<file path="src/rtl/pe_weight_pkg.sv">
// pe_weight_pkg: shared state type, address map and sizing helper for the
// PE weight path. The loader and the PE-side decoder both import this package.
package pe_weight_pkg;

  typedef enum logic [2:0] {
    ST_IDLE,
    ST_KERNEL,
    ST_BIAS,
    ST_CHECK,
    ST_DONE
  } loader_state_t;

  localparam logic REGION_KERNEL = 1'b0;
  localparam logic REGION_BIAS   = 1'b1;

  localparam int PE_ID_LSB  = 24;
  localparam int PE_ID_W    = 8;
  localparam int REGION_BIT = 23;
  localparam int INDEX_LSB  = 0;
  localparam int INDEX_W    = 16;

  // Two int8 taps share one 16-bit word; an odd tap count leaves a half word.
  function automatic int words_per_oc(input int taps);
    return (taps + 1) / 2;
  endfunction

endpackage

</file>
<file path="src/rtl/pe_weight_loader_if.sv">
// Bundles for the weight loader: the inbound host/DMA stream and the
// outbound PE weight-write port.
interface pe_weight_stream_if;
  logic [15:0] s_data;
  logic        s_valid;
  logic        s_ready;

  modport master (output s_data, output s_valid, input s_ready);
  modport slave  (input s_data, input s_valid, output s_ready);
endinterface

interface pe_weight_wr_if;
  logic [15:0] weight_wr_data;
  logic [31:0] weight_wr_addr;
  logic        weight_wr_en;

  modport master (output weight_wr_data, output weight_wr_addr, output weight_wr_en);
  modport slave  (input weight_wr_data, input weight_wr_addr, input weight_wr_en);
endinterface

</file>
<file path="src/rtl/pe_weight_addr_gen.sv">
// pe_weight_addr_gen: word / output-channel counters for the weight loader
// and assembly of the PE write address (PE id, region, index).
module pe_weight_addr_gen
  import pe_weight_pkg::*;
#(
  parameter int                 OUT_CHANNEL  = 4,
  parameter int                 WORDS_PER_OC = 9,
  parameter logic [PE_ID_W-1:0] PE_ID        = '0
) (
  input  logic        clk,
  input  logic        rst_n,
  input  logic        clear,
  input  logic        step,
  input  logic        bias_sel,
  output logic [31:0] addr,
  output logic        word_last,
  output logic        oc_last
);

  localparam logic [INDEX_W-1:0] WORD_MAX = INDEX_W'(WORDS_PER_OC - 1);
  localparam logic [INDEX_W-1:0] OC_MAX   = INDEX_W'(OUT_CHANNEL - 1);
  localparam logic [INDEX_W-1:0] WPO      = INDEX_W'(WORDS_PER_OC);
  localparam logic [INDEX_W-1:0] ONE      = INDEX_W'(1);

  logic [INDEX_W-1:0] w;
  logic [INDEX_W-1:0] oc;
  logic [INDEX_W-1:0] index;

  assign word_last = (w == WORD_MAX);
  assign oc_last   = (oc == OC_MAX);

  // Advance w per kernel beat (oc on wrap) or oc per bias beat; both wrap to 0.
  always_ff @(posedge clk or negedge rst_n) begin
    if (!rst_n) begin
      w  <= '0;
      oc <= '0;
    end else if (clear) begin
      w  <= '0;
      oc <= '0;
    end else if (step) begin
      if (bias_sel || word_last) begin
        w  <= '0;
        oc <= oc_last ? '0 : oc + ONE;
      end else begin
        w <= w + ONE;
      end
    end
  end

  // Kernel words are laid out channel-major; bias words are indexed by channel.
  always_comb begin
    index = bias_sel ? oc : (oc * WPO + w);
    addr  = '0;
    addr[PE_ID_LSB +: PE_ID_W] = PE_ID;
    addr[REGION_BIT]           = bias_sel ? REGION_BIAS : REGION_KERNEL;
    addr[INDEX_LSB +: INDEX_W] = index;
  end

endmodule

</file>
<file path="src/rtl/pe_weight_loader.sv">
// pe_weight_loader: streams kernel words then per-channel biases into one
// PE's weight RAMs. Optional trailing checksum: PE_WEIGHT_LOADER_CHECKSUM_EN.
module pe_weight_loader
  import pe_weight_pkg::*;
#(
  parameter int         IN_CHANNEL  = 2,
  parameter int         OUT_CHANNEL = 4,
  parameter int         KERNEL_0    = 3,
  parameter int         KERNEL_1    = 3,
  parameter logic [7:0] PE_ID       = 8'h00
) (
  input  logic              clk,
  input  logic              rst_n,
  input  logic              start,
  pe_weight_stream_if.slave s,
  pe_weight_wr_if.master    wr,
  output logic              busy,
  output logic              done,
  output logic              err
);

  localparam int TAPS         = KERNEL_0 * KERNEL_1 * IN_CHANNEL;
  localparam int WORDS_PER_OC = words_per_oc(TAPS);

  loader_state_t state;
  loader_state_t state_nxt;

  logic        accept;
  logic        word_last;
  logic        oc_last;
  logic [31:0] beat_addr;

  logic        clear_d;
  logic        write_d;
  logic        ready_d;
  logic        busy_d;
  logic        done_d;

  logic        ready_q;
  logic        busy_q;
  logic        done_q;
  logic        wr_en_q;
  logic [15:0] wr_data_q;
  logic [31:0] wr_addr_q;

  assign accept = s.s_valid & ready_q;

  pe_weight_addr_gen #(
    .OUT_CHANNEL  (OUT_CHANNEL),
    .WORDS_PER_OC (WORDS_PER_OC),
    .PE_ID        (PE_ID)
  ) u_addr_gen (
    .clk       (clk),
    .rst_n     (rst_n),
    .clear     (clear_d),
    .step      (write_d),
    .bias_sel  (state == ST_BIAS),
    .addr      (beat_addr),
    .word_last (word_last),
    .oc_last   (oc_last)
  );

  // State register.
  always_ff @(posedge clk or negedge rst_n) begin
    if (!rst_n) state <= ST_IDLE;
    else        state <= state_nxt;
  end

  // Next state: move on only when the final beat of a phase is accepted.
  always_comb begin
    state_nxt = state;
    case (state)
      ST_IDLE:   if (start) state_nxt = ST_KERNEL;
      ST_KERNEL: if (accept && word_last && oc_last) state_nxt = ST_BIAS;
      ST_BIAS: begin
        if (accept && oc_last) begin
`ifdef PE_WEIGHT_LOADER_CHECKSUM_EN
          state_nxt = ST_CHECK;
`else
          state_nxt = ST_DONE;
`endif
        end
      end
`ifdef PE_WEIGHT_LOADER_CHECKSUM_EN
      ST_CHECK:  if (accept) state_nxt = ST_DONE;
`endif
      ST_DONE:   state_nxt = ST_IDLE;
      default:   state_nxt = ST_IDLE;
    endcase
  end

  // Output decode; ready/busy look at the next state so their registers line up with it.
  always_comb begin
    clear_d = (state == ST_IDLE) && start;
    write_d = accept && ((state == ST_KERNEL) || (state == ST_BIAS));
    ready_d = (state_nxt == ST_KERNEL) || (state_nxt == ST_BIAS) || (state_nxt == ST_CHECK);
    busy_d  = (state_nxt != ST_IDLE);
    done_d  = (state == ST_DONE);
  end

  // Output registers; write data/address hold between writes.
  always_ff @(posedge clk or negedge rst_n) begin
    if (!rst_n) begin
      ready_q   <= 1'b0;
      busy_q    <= 1'b0;
      done_q    <= 1'b0;
      wr_en_q   <= 1'b0;
      wr_data_q <= '0;
      wr_addr_q <= '0;
    end else begin
      ready_q <= ready_d;
      busy_q  <= busy_d;
      done_q  <= done_d;
      wr_en_q <= write_d;
      if (write_d) begin
        wr_data_q <= s.s_data;
        wr_addr_q <= beat_addr;
      end
    end
  end

  assign s.s_ready         = ready_q;
  assign busy              = busy_q;
  assign done              = done_q;
  assign wr.weight_wr_en   = wr_en_q;
  assign wr.weight_wr_data = wr_data_q;
  assign wr.weight_wr_addr = wr_addr_q;

`ifdef PE_WEIGHT_LOADER_CHECKSUM_EN
  logic [15:0] sum_q;
  logic        err_q;

  // Wrap-around sum of every written word, compared against the trailing beat.
  always_ff @(posedge clk or negedge rst_n) begin
    if (!rst_n) begin
      sum_q <= '0;
      err_q <= 1'b0;
    end else if (clear_d) begin
      sum_q <= '0;
      err_q <= 1'b0;
    end else if (write_d) begin
      sum_q <= sum_q + s.s_data;
    end else if (accept && (state == ST_CHECK) && (s.s_data != sum_q)) begin
      err_q <= 1'b1;
    end
  end

  assign err = err_q;
`else
  assign err = 1'b0;
`endif

endmodule

</file>
<file path="src/flat_wrapper.sv">
// flat-port wrapper written by rule: the top's interface ports become plain ports
module pe_weight_loader_flat import pe_weight_pkg::*;
#(
  parameter int         IN_CHANNEL  = 2,
  parameter int         OUT_CHANNEL = 4,
  parameter int         KERNEL_0    = 3,
  parameter int         KERNEL_1    = 3,
  parameter logic [7:0] PE_ID       = 8'h00
)
  (clk, rst_n, start, busy, done, err, s_s_data, s_s_valid, s_s_ready, wr_weight_wr_data, wr_weight_wr_addr, wr_weight_wr_en);
  pe_weight_stream_if s_i ();
  pe_weight_wr_if wr_i ();
  input  logic clk;
  input  logic rst_n;
  input  logic start;
  output logic busy;
  output logic done;
  output logic err;
  input wire logic [$bits(s_i.s_data)-1:0] s_s_data;
  input wire logic [$bits(s_i.s_valid)-1:0] s_s_valid;
  output wire logic [$bits(s_i.s_ready)-1:0] s_s_ready;
  output wire logic [$bits(wr_i.weight_wr_data)-1:0] wr_weight_wr_data;
  output wire logic [$bits(wr_i.weight_wr_addr)-1:0] wr_weight_wr_addr;
  output wire logic [$bits(wr_i.weight_wr_en)-1:0] wr_weight_wr_en;
  assign s_i.s_data = s_s_data;
  assign s_i.s_valid = s_s_valid;
  assign s_s_ready = s_i.s_ready;
  assign wr_weight_wr_data = wr_i.weight_wr_data;
  assign wr_weight_wr_addr = wr_i.weight_wr_addr;
  assign wr_weight_wr_en = wr_i.weight_wr_en;
  pe_weight_loader #(.IN_CHANNEL(IN_CHANNEL), .OUT_CHANNEL(OUT_CHANNEL), .KERNEL_0(KERNEL_0), .KERNEL_1(KERNEL_1), .PE_ID(PE_ID)) u_core (.clk(clk), .rst_n(rst_n), .start(start), .s(s_i), .wr(wr_i), .busy(busy), .done(done), .err(err));
endmodule
</file>
<file path="config.mk">
export PLATFORM = sky130hd
export DESIGN_NAME = pe_weight_loader_flat
export DESIGN_NICKNAME = d
export VERILOG_FILES = /design/src/rtl/pe_weight_pkg.sv /design/src/rtl/pe_weight_loader_if.sv /design/src/rtl/pe_weight_addr_gen.sv /design/src/rtl/pe_weight_loader.sv /design/src/flat_wrapper.sv
export SDC_FILE = /design/constraint.sdc
export NUM_CORES = 1
export LEC_CHECK = 0
export CAP_MARGIN = 20
export CORE_MARGIN = 2
export CORE_UTILIZATION = 57
export DETAILED_ROUTE_END_ITERATION = 6
export GPL_ROUTABILITY_DRIVEN = 0
export PLACE_DENSITY = 0.86
export SYNTH_ARGS = -nofsm -noshare
export SYNTH_HDL_FRONTEND = slang
export SYNTH_HIERARCHICAL = 1
export SYNTH_SLANG_ARGS = --single-unit
</file>
<file path="constraint.sdc">
create_clock -name clk -period 4.08 [get_ports clk]
set_input_delay 0.612 -clock clk [delete_from_list [all_inputs] [get_ports clk]]
set_output_delay 0.612 -clock clk [all_outputs]
set_load 0.03 [all_outputs]
</file>
==> impl_metrics.json <==
{
  "result_of_the_run": "finished clean",
  "p_total_mw": 3.16,
  "ratio_of_final_minimum_period_to_clock_period_pct": 81.9,
  "yosys_most_used_dff": "sky130_fd_sc_hd__dfrtp_1",
  "post_dp_cell_area_um2": 6270,
  "sequentialPowerShare_pct": 38.7,
  "setup_viol": 0,
  "max_slew_margin_pct": 48.6,
  "clk_latency_ns": 0.36,
  "worstReg2RegStart": "u_core/u_addr_gen/oc[5]",
  "swShare_pct": 40.2,
  "wire_length_of_the_first_global_routing_pass_um": 19900,
  "synthDistinctLibCells": 61,
  "wl_per_cell_um": 16.1,
  "die_height_um": 103,
  "floorplan.initialDensity_pct": 57.7,
  "drt_drc_violations_left": 0,
  "ant_nets": 0,
  "worstPathMaxFanout": 12,
  "cts_setup_buffers": 0,
  "number_of_enable_type_register_cells_in_the_synthesized_netlist": 0,
  "timing.setup.critical_path_class": "reg2reg",
  "final.setup.tns_ns": 0,
  "worstPathArrival_ns": 3.59,
  "ctsResizeCount": 0,
  "hold_ws_ns": 0.0841,
  "synthesis_warning_total": 6,
  "detail_route.wirelength_um": 12200,
  "worst_clock_skew_on_the_final_layout_ns": 0.0108,
  "vias_per_cell": 5.73,
  "vias_in_the_first_global_route": 4218,
  "critical_path.slowest_cell": "sky130_fd_sc_hd__dfrtp_1",
  "number_of_top_level_pins": 73,
  "most_frequent_cells_in_the_layout": "87 x sky130_fd_sc_hd__dfrtp_1, 70 x sky130_fd_sc_hd__clkdlybuf4s50_1, 60 x sky130_fd_sc_hd__inv_1",
  "cts.path.max_buffers": 2,
  "powerDensity_nw_per_um2": 489,
  "power.leakage_nw": 2.84,
  "worstHoldPathType": "in2async",
  "critPathLaunchType": "flop",
  "maxCapViolations": 0,
  "sequential_area_share_after_synthesis_pct": 39.1,
  "internal_power_mw": 1.89,
  "buffer_ports.inserted": 71,
  "worstPathRequired_ns": 4.33,
  "routed-via-count": 4357,
  "grt_setup_unrepaired": "no",
  "antenna_found_initial": 0,
  "r2r-end": "u_core/wr.weight_wr_addr[10]",
  "drt_first_iter_violations": 309,
  "die-area_um2": 10600,
  "dp_hpwl_um": 8840,
  "pre_cts_ws_ns": 0.699,
  "drive_above_1_share_pct": 12.7,
  "cts.clk_slew.worst_paths_ns": 0.09,
  "synth_cells": 561,
  "layout_area_growth_over_synthesis_pct": 16.3,
  "dieWidth_um": 103,
  "worstSetupEndpointType": "flop",
  "ff2ff_setup_slack_ns": 0.74,
  "vdd_drop_max_mv": 0.267,
  "worst_slew_pin_slew_ns": 0.768,
  "core_area_um2": 9640,
  "std_cell_rows": 36,
  "stdcell_area_um2": 6470,
  "numCtsBuffers": 9,
  "layout.cells.most_common": "sky130_fd_sc_hd__dfrtp_1",
  "critical-path-max-stage-delay_ns": 0.51,
  "p_comb_share_pct": 43.9,
  "cell_area_synth_um2": 5560,
  "layout.nets": 688,
  "report.final.hold_viol_count": 0,
  "critical_path.cell_chain": "ha_1, inv_1, fa_1, inv_1, ha_1, nor2b_1, a311o_1, a221oi_4, xor2_1, o21ai_0, mux2_2",
  "synthArstFlopShare_pct": 100,
  "fin_worst_setup_slack_ns": 0.738,
  "fmaxAchievable_mhz": 299,
  "grt.total_usage_pct": 24.4,
  "overflow": 0,
  "share_clk_of_total_power_pct": 17.4,
  "yosys_register_bits": 87,
  "netSwitchingPower_mw": 1.27,
  "clock_sinks": 87,
  "hold_buffers": 0,
  "first_pass_iters": 5,
  "slew_viol_final": 0,
  "synthesis.area_per_instance_um2": 9.91,
  "cts-root-buf": "sky130_fd_sc_hd__clkbuf_8",
  "grt_start_max_net_pins": 88,
  "ant_cells": 0,
  "htree_levels": 3,
  "minimum_clock_period_after_layout_ns": 3.34,
  "clock_tree_from_tritoncts": "built",
  "ff2ff_path_depth": 11
}
-- cell usage after synthesis (all sizes together), types with 4 or more instances --
master	number	area share, %
dfrtp	87	39
inv	60	4.0
mux2	50	10
nand2	48	3.3
o21ai	39	3.5
buf	33	4.4
ha	33	7.4
nor2	31	2.4
a21oi	22	2.0
xnor2	15	2.4
nand4	13	1.5
fa	12	4.3
nand3	11	0.99
nor3	9	0.90
and3	8	0.90
clkbuf	7	0.47
nor4	7	1.1
xor2	7	1.1
a31oi	6	0.67
nor4b	5	1.1
or2	5	0.56
a21o	4	0.54
and4	4	0.65
nor2b	4	0.45
nor3b	4	0.54
o31ai	4	0.54
o41ai	4	0.63
-- worst max-delay path: cells and delay by family (launching register included) --
family / cells / cell delay (ns)
AOI/OAI and AO/OA: 3 / 0.82
xor gates and xnor gates: 1 / 0.16
adders and majority gates: 3 / 1.19
buffers and inverters: 2 / 0.11
DFF: 1 / 0.51
muxes: 1 / 0.28
and+or+nand+nor: 1 / 0.15
-- power groups by stage --
stage / clock [mW] / combinational, mW / sequential (mW)
final: 0.552 / 1.39 / 1.22
after global routing: 0.602 / 1.52 / 1.25
after CTS: 0.568 / 1.39 / 1.22
after floorplan: 0 / 0.732 / 1.43
after detailed placement: 0 / 1.38 / 1.24
after global placement: 0 / 1.33 / 1.22
-- routing by layer --
layer	wire length [um]	track usage [%]	vias to the layer above	share of wire, %
li1	-	-	2037	-
met1	5080	29.9	2115	42
met2	6010	40.8	181	49
met3	865	5.90	24	7.1
met4	260	11.7	0	2.1
met5	0	0	-	0
-- cell families (layout without fill, tap and decap cells) --
family                   count (synthesis)  count (layout)  share of synthesized area [%]
AO/OA/AOI/OAI                           96              96                           10.9
XOR/XNOR                                22              22                           3.46
adder cells (fa/ha/maj)                 45              45                           11.7
buffers and inverters                  100             153                           8.93
flip-flops                              87              87                           39.1
multiplexers                            50              50                           10.1
other                                    2              16                          0.135
AND/OR/NAND/NOR                        159             159                           15.5
-- stage by stage --
step,util (%),instances
after global routing,67.1,761
final,67.1,761
after detailed placement,65.0,744
after global placement,65.0,744
after floorplan,-,575
after CTS,66.8,760
-- how the worst max path moves through the flow --
stage               cells after the start                      from  slack (ns)                      endpoint
floorplan                              10   u_core/u_addr_gen/oc[4]        1.04  u_core/wr.weight_wr_addr[12]
global placement                        6                     start        0.67       u_core/u_addr_gen/oc[8]
detailed placement                      6                     start        0.70      u_core/u_addr_gen/oc[12]
CTS                                    11   u_core/u_addr_gen/oc[5]        0.75  u_core/wr.weight_wr_addr[10]
global route                           12  u_core/u_addr_gen/oc[11]        0.56  u_core/wr.weight_wr_addr[15]
finish                                 11   u_core/u_addr_gen/oc[5]        0.74  u_core/wr.weight_wr_addr[10]
-- registers in the layout, indices dropped and copies added (netlist names) --
signal                    flops
u_core/wr.weight_wr_en        1
u_core/wr.weight_wr_data     16
u_core/s.s_ready              1
u_core/u_addr_gen/oc         16
u_core/busy                   1
u_core/state                  3
u_core/wr.weight_wr_addr     32
u_core/u_addr_gen/w          16
u_core/done                   1
-- cell type report --
cell class	instances	area [um^2]
Tap cell	133	166
Clock buffer	10	128
Multi-Input combinational cell	388	2950
Timing Repair Buffer	77	773
Sequential cell	87	2180
Inverter	60	225
Fill cell	730	3170
Clock inverter	6	45.0
Power figures use the tool's default switching activity.
